### src/rtl/cpu_isa_pkg.sv
// cpu_isa_pkg: opcodes, instruction width and sequencer states shared by the sequencer.
package cpu_isa_pkg;
  localparam int INSTR_W = 8;
  localparam logic [3:0] OP_ADD    = 4'h0;
  localparam logic [3:0] OP_SUB    = 4'h1;
  localparam logic [3:0] OP_MUL    = 4'h4;
  localparam logic [3:0] OP_DIV    = 4'h5;
  localparam logic [3:0] OP_OUT_WR = 4'h6;
  localparam logic [3:0] OP_OUT_RD = 4'h7;
  localparam logic [3:0] OP_JUMP   = 4'hE;
  localparam logic [3:0] OP_HALT   = 4'hF;
  typedef enum logic [2:0] {IDLE, FETCH, EVAL, TGT, ISSUE, HALTED} seq_state_e;
endpackage

### src/rtl/seq_prog_mem.sv
// seq_prog_mem: program RAM with one write port and a registered (1-cycle) read.
module seq_prog_mem
  import cpu_isa_pkg::*;
#(
  parameter int DEPTH  = 32,
  parameter int ADDR_W = 5
) (
  input  logic               clk,
  input  logic               we_i,
  input  logic [ADDR_W-1:0]  waddr_i,
  input  logic [INSTR_W-1:0] wdata_i,
  input  logic [ADDR_W-1:0]  raddr_i,
  output logic [INSTR_W-1:0] rdata_o
);
  logic [INSTR_W-1:0] mem_q [DEPTH];
  logic [INSTR_W-1:0] rdata_q;
  always_ff @(posedge clk) begin
    if (we_i) mem_q[waddr_i] <= wdata_i;
    rdata_q <= mem_q[raddr_i];
  end
  assign rdata_o = rdata_q;
endmodule

### src/rtl/instruction_sequencer.sv
// instruction_sequencer: steps a program counter through program RAM, resolves JUMP/HALT
// locally and hands every other byte to the decoder over valid/ready.
module instruction_sequencer
  import cpu_isa_pkg::*;
#(
  parameter int DEPTH  = 32,
  parameter int ADDR_W = 5
) (
  input  logic               clk,
  input  logic               rst,
  input  logic               load_en,
  input  logic [ADDR_W-1:0]  load_addr,
  input  logic [INSTR_W-1:0] load_data,
  input  logic               start,
  input  logic               instr_ready,
  output logic               instr_valid,
  output logic [INSTR_W-1:0] instruction,
  output logic [ADDR_W-1:0]  pc,
  output logic               busy,
  output logic               halted,
  output logic [15:0]        issued_count
);
  seq_state_e         state_q;
  logic [ADDR_W-1:0]  pc_q;
  logic [INSTR_W-1:0] instr_q;
  logic               valid_q;
  logic [15:0]        cnt_q;
  logic [INSTR_W-1:0] rdata;
  logic [ADDR_W-1:0]  raddr;
  logic               idle_like;
  assign idle_like = (state_q == IDLE) || (state_q == HALTED);
  // EVAL looks one byte ahead so a JUMP target is already read when TGT runs
  assign raddr = (state_q == EVAL) ? pc_q + 1'b1 : pc_q;
  seq_prog_mem #(.DEPTH(DEPTH), .ADDR_W(ADDR_W)) u_mem (
    .clk     (clk),
    .we_i    (load_en && idle_like),
    .waddr_i (load_addr),
    .wdata_i (load_data),
    .raddr_i (raddr),
    .rdata_o (rdata)
  );
  always_ff @(posedge clk) begin
    if (rst) begin
      state_q <= IDLE;
      pc_q    <= '0;
      instr_q <= '0;
      valid_q <= 1'b0;
      cnt_q   <= '0;
    end else begin
      case (state_q)
        IDLE, HALTED: if (start) begin
          state_q <= FETCH;
          pc_q    <= '0;
          cnt_q   <= '0;
        end
        FETCH: state_q <= EVAL;
        EVAL: begin
          if (rdata[7:4] == OP_HALT) state_q <= HALTED;
          else if (rdata[7:4] == OP_JUMP) begin
            state_q <= TGT;
            pc_q    <= pc_q + 1'b1;
          end else begin
            state_q <= ISSUE;
            instr_q <= rdata;
            valid_q <= 1'b1;
          end
        end
        TGT: begin
          state_q <= FETCH;
          pc_q    <= rdata[ADDR_W-1:0];
        end
        ISSUE: if (instr_ready) begin
          state_q <= FETCH;
          valid_q <= 1'b0;
          pc_q    <= pc_q + 1'b1;
          cnt_q   <= cnt_q + {15'd0, ~&cnt_q};
        end
        default: state_q <= IDLE;
      endcase
    end
  end
  assign instr_valid  = valid_q;
  assign instruction  = instr_q;
  assign pc           = pc_q;
  assign busy         = !idle_like;
  assign halted       = state_q == HALTED;
  assign issued_count = cnt_q;
endmodule

### config.mk
export PLATFORM = sky130hd
export DESIGN_NAME = instruction_sequencer
export DESIGN_NICKNAME = d
export VERILOG_FILES = /design/src/rtl/cpu_isa_pkg.sv /design/src/rtl/seq_prog_mem.sv /design/src/rtl/instruction_sequencer.sv
export SDC_FILE = /design/constraint.sdc
export NUM_CORES = 1
export LEC_CHECK = 0
export ABC_AREA = 1
export CAP_MARGIN = 20
export CORE_MARGIN = 2
export CORE_UTILIZATION = 41
export CTS_CLUSTER_SIZE = 24
export DETAILED_ROUTE_END_ITERATION = 6
export GPL_ROUTABILITY_DRIVEN = 0
export SYNTH_ARGS = -nofsm -noshare
export SYNTH_HDL_FRONTEND = slang
export SYNTH_SLANG_ARGS = --single-unit
### constraint.sdc
create_clock -name clk -period 3.7 [get_ports clk]
set_input_delay 0.74 -clock clk [delete_from_list [all_inputs] [get_ports clk]]
set_output_delay 0.74 -clock clk [all_outputs]
set_load 0.03 [all_outputs]
**After elaboration in Yosys (flattened, before gate mapping)**

Memories as Yosys holds them, arrays and structs flattened. A register that Yosys moved wholly into a read port is not among the register bits.
Cells that the tools add are included.

- Register bits after elaboration: 33
- Bits in writable memories: 256
- Input bits: 18
- Output and inout port bits: 32
- Memories kept: 1

Memories:

| name | words | width | rd ports | clocked after memory_dff | wr ports | RTL line | source |
|---|---|---|---|---|---|---|---|
| u_mem.mem_q | 32 | 8 | 1 | 1 | 1 | seq_prog_mem.sv:15 | `logic [INSTR_W-1:0] mem_q [DEPTH];` |

- Add/sub/neg operators: 2
- Equal/unequal tests: 12
- Mux-type cells: 20
- Bitwise gates (word level): 2
- Reductions and logical operators: 15

Operator list:

| operator | count |
|---|---|
| $mux 16 | 2 |
| $pmux 16 s2 | 1 |
| $mux 5 | 5 |
| $pmux 5 s4 | 1 |
| $add 16x1->16 | 1 |
| $reduce_and 16->1 | 1 |
| $pmux 3 s5 | 1 |
| $mux 3 | 4 |
| $eq 4x4->1 const B | 2 |
| $ne 2x2->1 const B | 4 |
| $eq 3x2->1 const B | 2 |
| $eq 3x3->1 const B | 2 |
| $reduce_and 3->1 | 2 |
| $add 5x1->5 const B | 1 |
| $mux 1 | 5 |
| $reduce_and 5->1 | 1 |
| $reduce_and 4->1 | 1 |
| $reduce_bool 2->1 | 2 |
| $reduce_bool 4->1 | 1 |
| $eq 3x1->1 const B | 1 |
| $logic_not 3->1 | 1 |
| $logic_not 1->1 | 2 |
| $ne 2x1->1 const B | 1 |
| $not 1->1 | 2 |
| other kinds (5) | 5 |

**Longest topological paths before layout**

- Word-level depth: 5
- Gate-level depth with buffers: 13
- Gate-level depth less buffers: 11

**Hierarchy**

Synthesis repeated with hierarchy kept, for this count alone.

- Cell total of the unflattened synthesis: 1215
- Area total of the unflattened synthesis: 12655.9 sq um

Modules (own cells, without submodules):

| module | instances | cells an instance | area each (sq um) | seq. area each (sq um) |
|---|---|---|---|---|
| seq_prog_mem | 1 | 922 | 10786.6 | 7847.5 |
| instruction_sequencer | 1 | 293 | 1869.3 | 660.6 |

**Least setup slack after synthesis**

No wires, ideal clock.

- Path kind: in2reg
- Start point: input port load_addr[2]
- End point: memory u_mem.mem_q[25][0], enable pin
- Library setup time: 395 ps
- Arrival time: 1838 ps
- Data required time: 3305 ps
- Slack: 1467 ps
- Stages: 3
- Path buffers: 0
- Path through: inv_1 > nand3_1 > nor4_1

RTL lines:

| what | RTL line | source |
|---|---|---|
| start: declaration | instruction_sequencer.sv:12 | `input logic [ADDR_W-1:0] load_addr,` |
| end: declaration | seq_prog_mem.sv:15 |  |

No word-level cell before the write port.

**Final worst setup path**

- Start point: register state_q[2]
- End point: output port busy

- Word-level cells in the longest chain between the ends: 3
- Elaborated cells on any way between the ends: 4

Ends and longest elaborated chain:

| what | RTL line | source |
|---|---|---|
| start: declaration | instruction_sequencer.sv:23 | `seq_state_e state_q;` |
| start signal: assignment | instruction_sequencer.sv:44 | `state_q <= IDLE;` |
| start signal: assignment | instruction_sequencer.sv:52 | `state_q <= FETCH;` |
| start signal: assignment | instruction_sequencer.sv:56 | `FETCH: state_q <= EVAL;` |
| $eq 3x3->1 / $logic_not 3->1 (equally long branches) | instruction_sequencer.sv:31 | `assign idle_like = (state_q == IDLE) \|\| (state_q == HALTED);` |
| $logic_or 1x1->1 (*) | instruction_sequencer.sv:31 |  |
| $logic_not 1->1 (*) | instruction_sequencer.sv:85 | `assign busy = !idle_like;` |
| end: declaration | instruction_sequencer.sv:19 | `output logic busy,` |

Every way passes the cells marked *; elsewhere a longest branch is shown, timed or not.

==> flow_summary.json <==
{
  "critPathTopFamily": "buffers and inverters",
  "grt_pass1_wl_um": 52200,
  "final_common_cell": "nand3_1",
  "syn2layout_area_growth_pct": 15.8,
  "clkSlewWorstSetupHoldPaths_ns": 0.05,
  "grt_pass1_vias": 9324,
  "outcome": "completed",
  "cts-root-buf": "clkbuf_16",
  "vias_per_cell": 4.94,
  "cpPeakStageDelay_ns": 0.60,
  "netlist_area_sq_um": 13400,
  "gr-total-overflow": 0,
  "die_x_um": 185,
  "fp.dieH_um": 185,
  "p_leak_nw": 6.50,
  "maxSlewViolCount": 0,
  "holdWs_ns": 0.473,
  "port_buffers": 49,
  "die_area_sq_um": 34200,
  "register_area_sq_um": 8510,
  "dp_hpwl_um": 20700,
  "multi_input_area_sq_um": 3530,
  "coreArea_sq_um": 32400,
  "drtIter0Drc": 785,
  "synthFlopType": "edfxtp_1",
  "relSlewSlack_pct": 43.6,
  "finalNetCount": 1510,
  "cap_violations": 0,
  "n_antenna_cell": 0,
  "ys_warn_count": 0,
  "avgSynthCellArea_sq_um": 9.42,
  "layout_common_cells": "nand3_1, nand2_1, inv_1, edfxtp_1, nor2_1",
  "fill_cells": 3115,
  "yosysUniqueCellTypes": 30,
  "worstSetupPathType": "reg2out",
  "min_period_ns": 2.90,
  "ir_worst_vdd_mv": 0.387,
  "async_reset_ff_share_pct": 0,
  "utilization_pct": 48.0,
  "antenna_left": 0,
  "synth_enable_flop_cells": 256,
  "cts_setup_buffers": 0,
  "yosysSeqAreaShare_pct": 63.4,
  "finalPower_mw": 10.3,
  "start_util_pct": 41.5,
  "place_area_sq_um": 14500,
  "syn-num-nets": 1446,
  "critPathCaptureType": "output port",
  "critPathLaunchType": "register",
  "grt_usage_pct": 20.1,
  "io-pin-count": 50,
  "rows": 66,
  "numCtsBuffers": 35,
  "synthCells": 1425,
  "vias": 9658,
  "finClkSkew_ns": 0.0161,
  "hold_buffers": 0,
  "setup_tns_ns": 0,
  "setup_viol": 0,
  "ys_ff_latch": 297,
  "cts_tree": "built",
  "crit_chain": "inv_1 > nand2_1 > nand2_1 > a21oi_1 > inv_1 > clkdlybuf4s50_1",
  "post_cts_resize_count": 0,
  "fmax_mhz": 345,
  "hold_viol_final": 0,
  "cts_buffer_depth": 3,
  "totalWireLength_um": 33200,
  "cts.htree.levels": 2,
  "fin_crit_sh_pct": 78.3,
  "powerDensity_nw_per_um2": 661,
  "drive_gt1_share_pct": 6.80,
  "worst_pin_slew_ns": 0.842,
  "cts.sinks": 297,
  "grt_max_degree": 65,
  "wl_per_cell_um": 17.0,
  "critPathSlowestCell": "clkdlybuf4s50_1",
  "clk_latency_ns": 0.52,
  "drc": 0,
  "rsz0062_at_grt": "no",
  "critical_path_buf_inv_count": 3,
  "firstDrtPassIters": 5,
  "crit_arrival_ns": 2.16,
  "hold_path.class": "reg2reg",
  "antenna_found_initial": 0,
  "cp.required_ns": 2.96,
  "path_max_fanout": 5,
  "design_area_sq_um": 15500
}
-- per-stage QoR --
step                      setup slack [ns]  std cells
final                                0.804       1956
after detailed placement             0.751       1894
after global routing                 0.598       1956
after floorplan                       1.47       1425
after global placement               0.775       1894
after CTS                            0.813       1956
-- cells by family after synthesis --
group	after synthesis	share of synthesized area, %
fa+ha+maj	3	0.280
flops	297	63.4
xor+xnor	8	0.522
simple gates	706	23.1
buf+inv	357	10.4
compound gates	54	2.32
-- flip-flops by register name (all words and copies together), names as in the netlist --
signal	flops
u_mem.mem_q	256
issued_count	16
instruction	8
u_mem.rdata_o	8
pc	5
state_q	3
instr_valid	1
-- worst register-to-register path: stages, from the launching register on --
cell	delay [ns]
dfxtp_1	0.43
nor2_2	0.08
nand2_2	0.25
nand2_2	0.31
nand2_2	0.17
buf_4	0.58
nand2_1	0.14
nand3_1	0.13
nand3_1	0.13
nand3_1	0.14
nand2_1	0.14
nand2_1	0.09
nand2_1	0.06
-- report_power, final --
part           internal [mW]  leakage [nW]  switching, mW
combinational          0.949          3.35           2.29
sequential              3.81          2.64          0.114
clock                   1.81         0.512           1.30
total                   6.57          6.50           3.71
-- Yosys cell counts (3+ instances only) --
library cell	number	area share [%]
buf_2	30	1.1
dfxtp_1	41	6.1
ha_1	3	0.28
nand2_1	296	8.3
clkbuf_1	20	0.56
inv_2	6	0.17
nand4_1	9	0.42
nand3_1	306	11
xor2_1	8	0.52
nor4_1	4	0.19
o21ai_0	17	0.63
inv_1	293	8.2
nor3_1	9	0.34
edfxtp_1	256	57
a22oi_1	4	0.22
buf_1	4	0.11
a21oi_1	25	0.93
nor2_1	75	2.1
buf_4	4	0.22
-- final cells by class --
cell class                      count  area share [%]
Timing Repair Buffer               85            5.06
Sequential cell                   297            54.7
Tap cell                          442            3.56
Clock buffer                       48            6.11
Multi-Input combinational cell    771            22.7
Clock inverter                     14           0.596
Inverter                          299            7.22
-- worst paths after layout --
| kind | start | endpoint | slack, ns | cells past startpoint |
|---|---|---|---|---|
| worst max-delay path | state_q[2]$_SDFFE_PP0P_ | busy | 0.80 | 6 |
| worst min-delay path | instr_valid$_SDFFE_PP0P_ | instr_valid$_SDFFE_PP0P_ | 0.47 | 2 |
| worst max register to register | state_q[0]$_SDFFE_PP0P_ | u_mem.rdata_o[6]$_DFF_P_ | 0.95 | 12 |
| worst min register to register | instr_valid$_SDFFE_PP0P_ | instr_valid$_SDFFE_PP0P_ | 0.47 | 2 |
-- metal layers --
| metal | GRT usage (%) | up-vias | routed length (um) |
|---|---|---|---|
| li1 | - | 4760 | - |
| met1 | 27.4 | 4564 | 14700 |
| met2 | 33.4 | 287 | 15700 |
| met3 | 3.64 | 47 | 2140 |
| met4 | 4.63 | 0 | 612 |
| met5 | 0 | - | 0 |
Power figures use the tool's default switching activity.
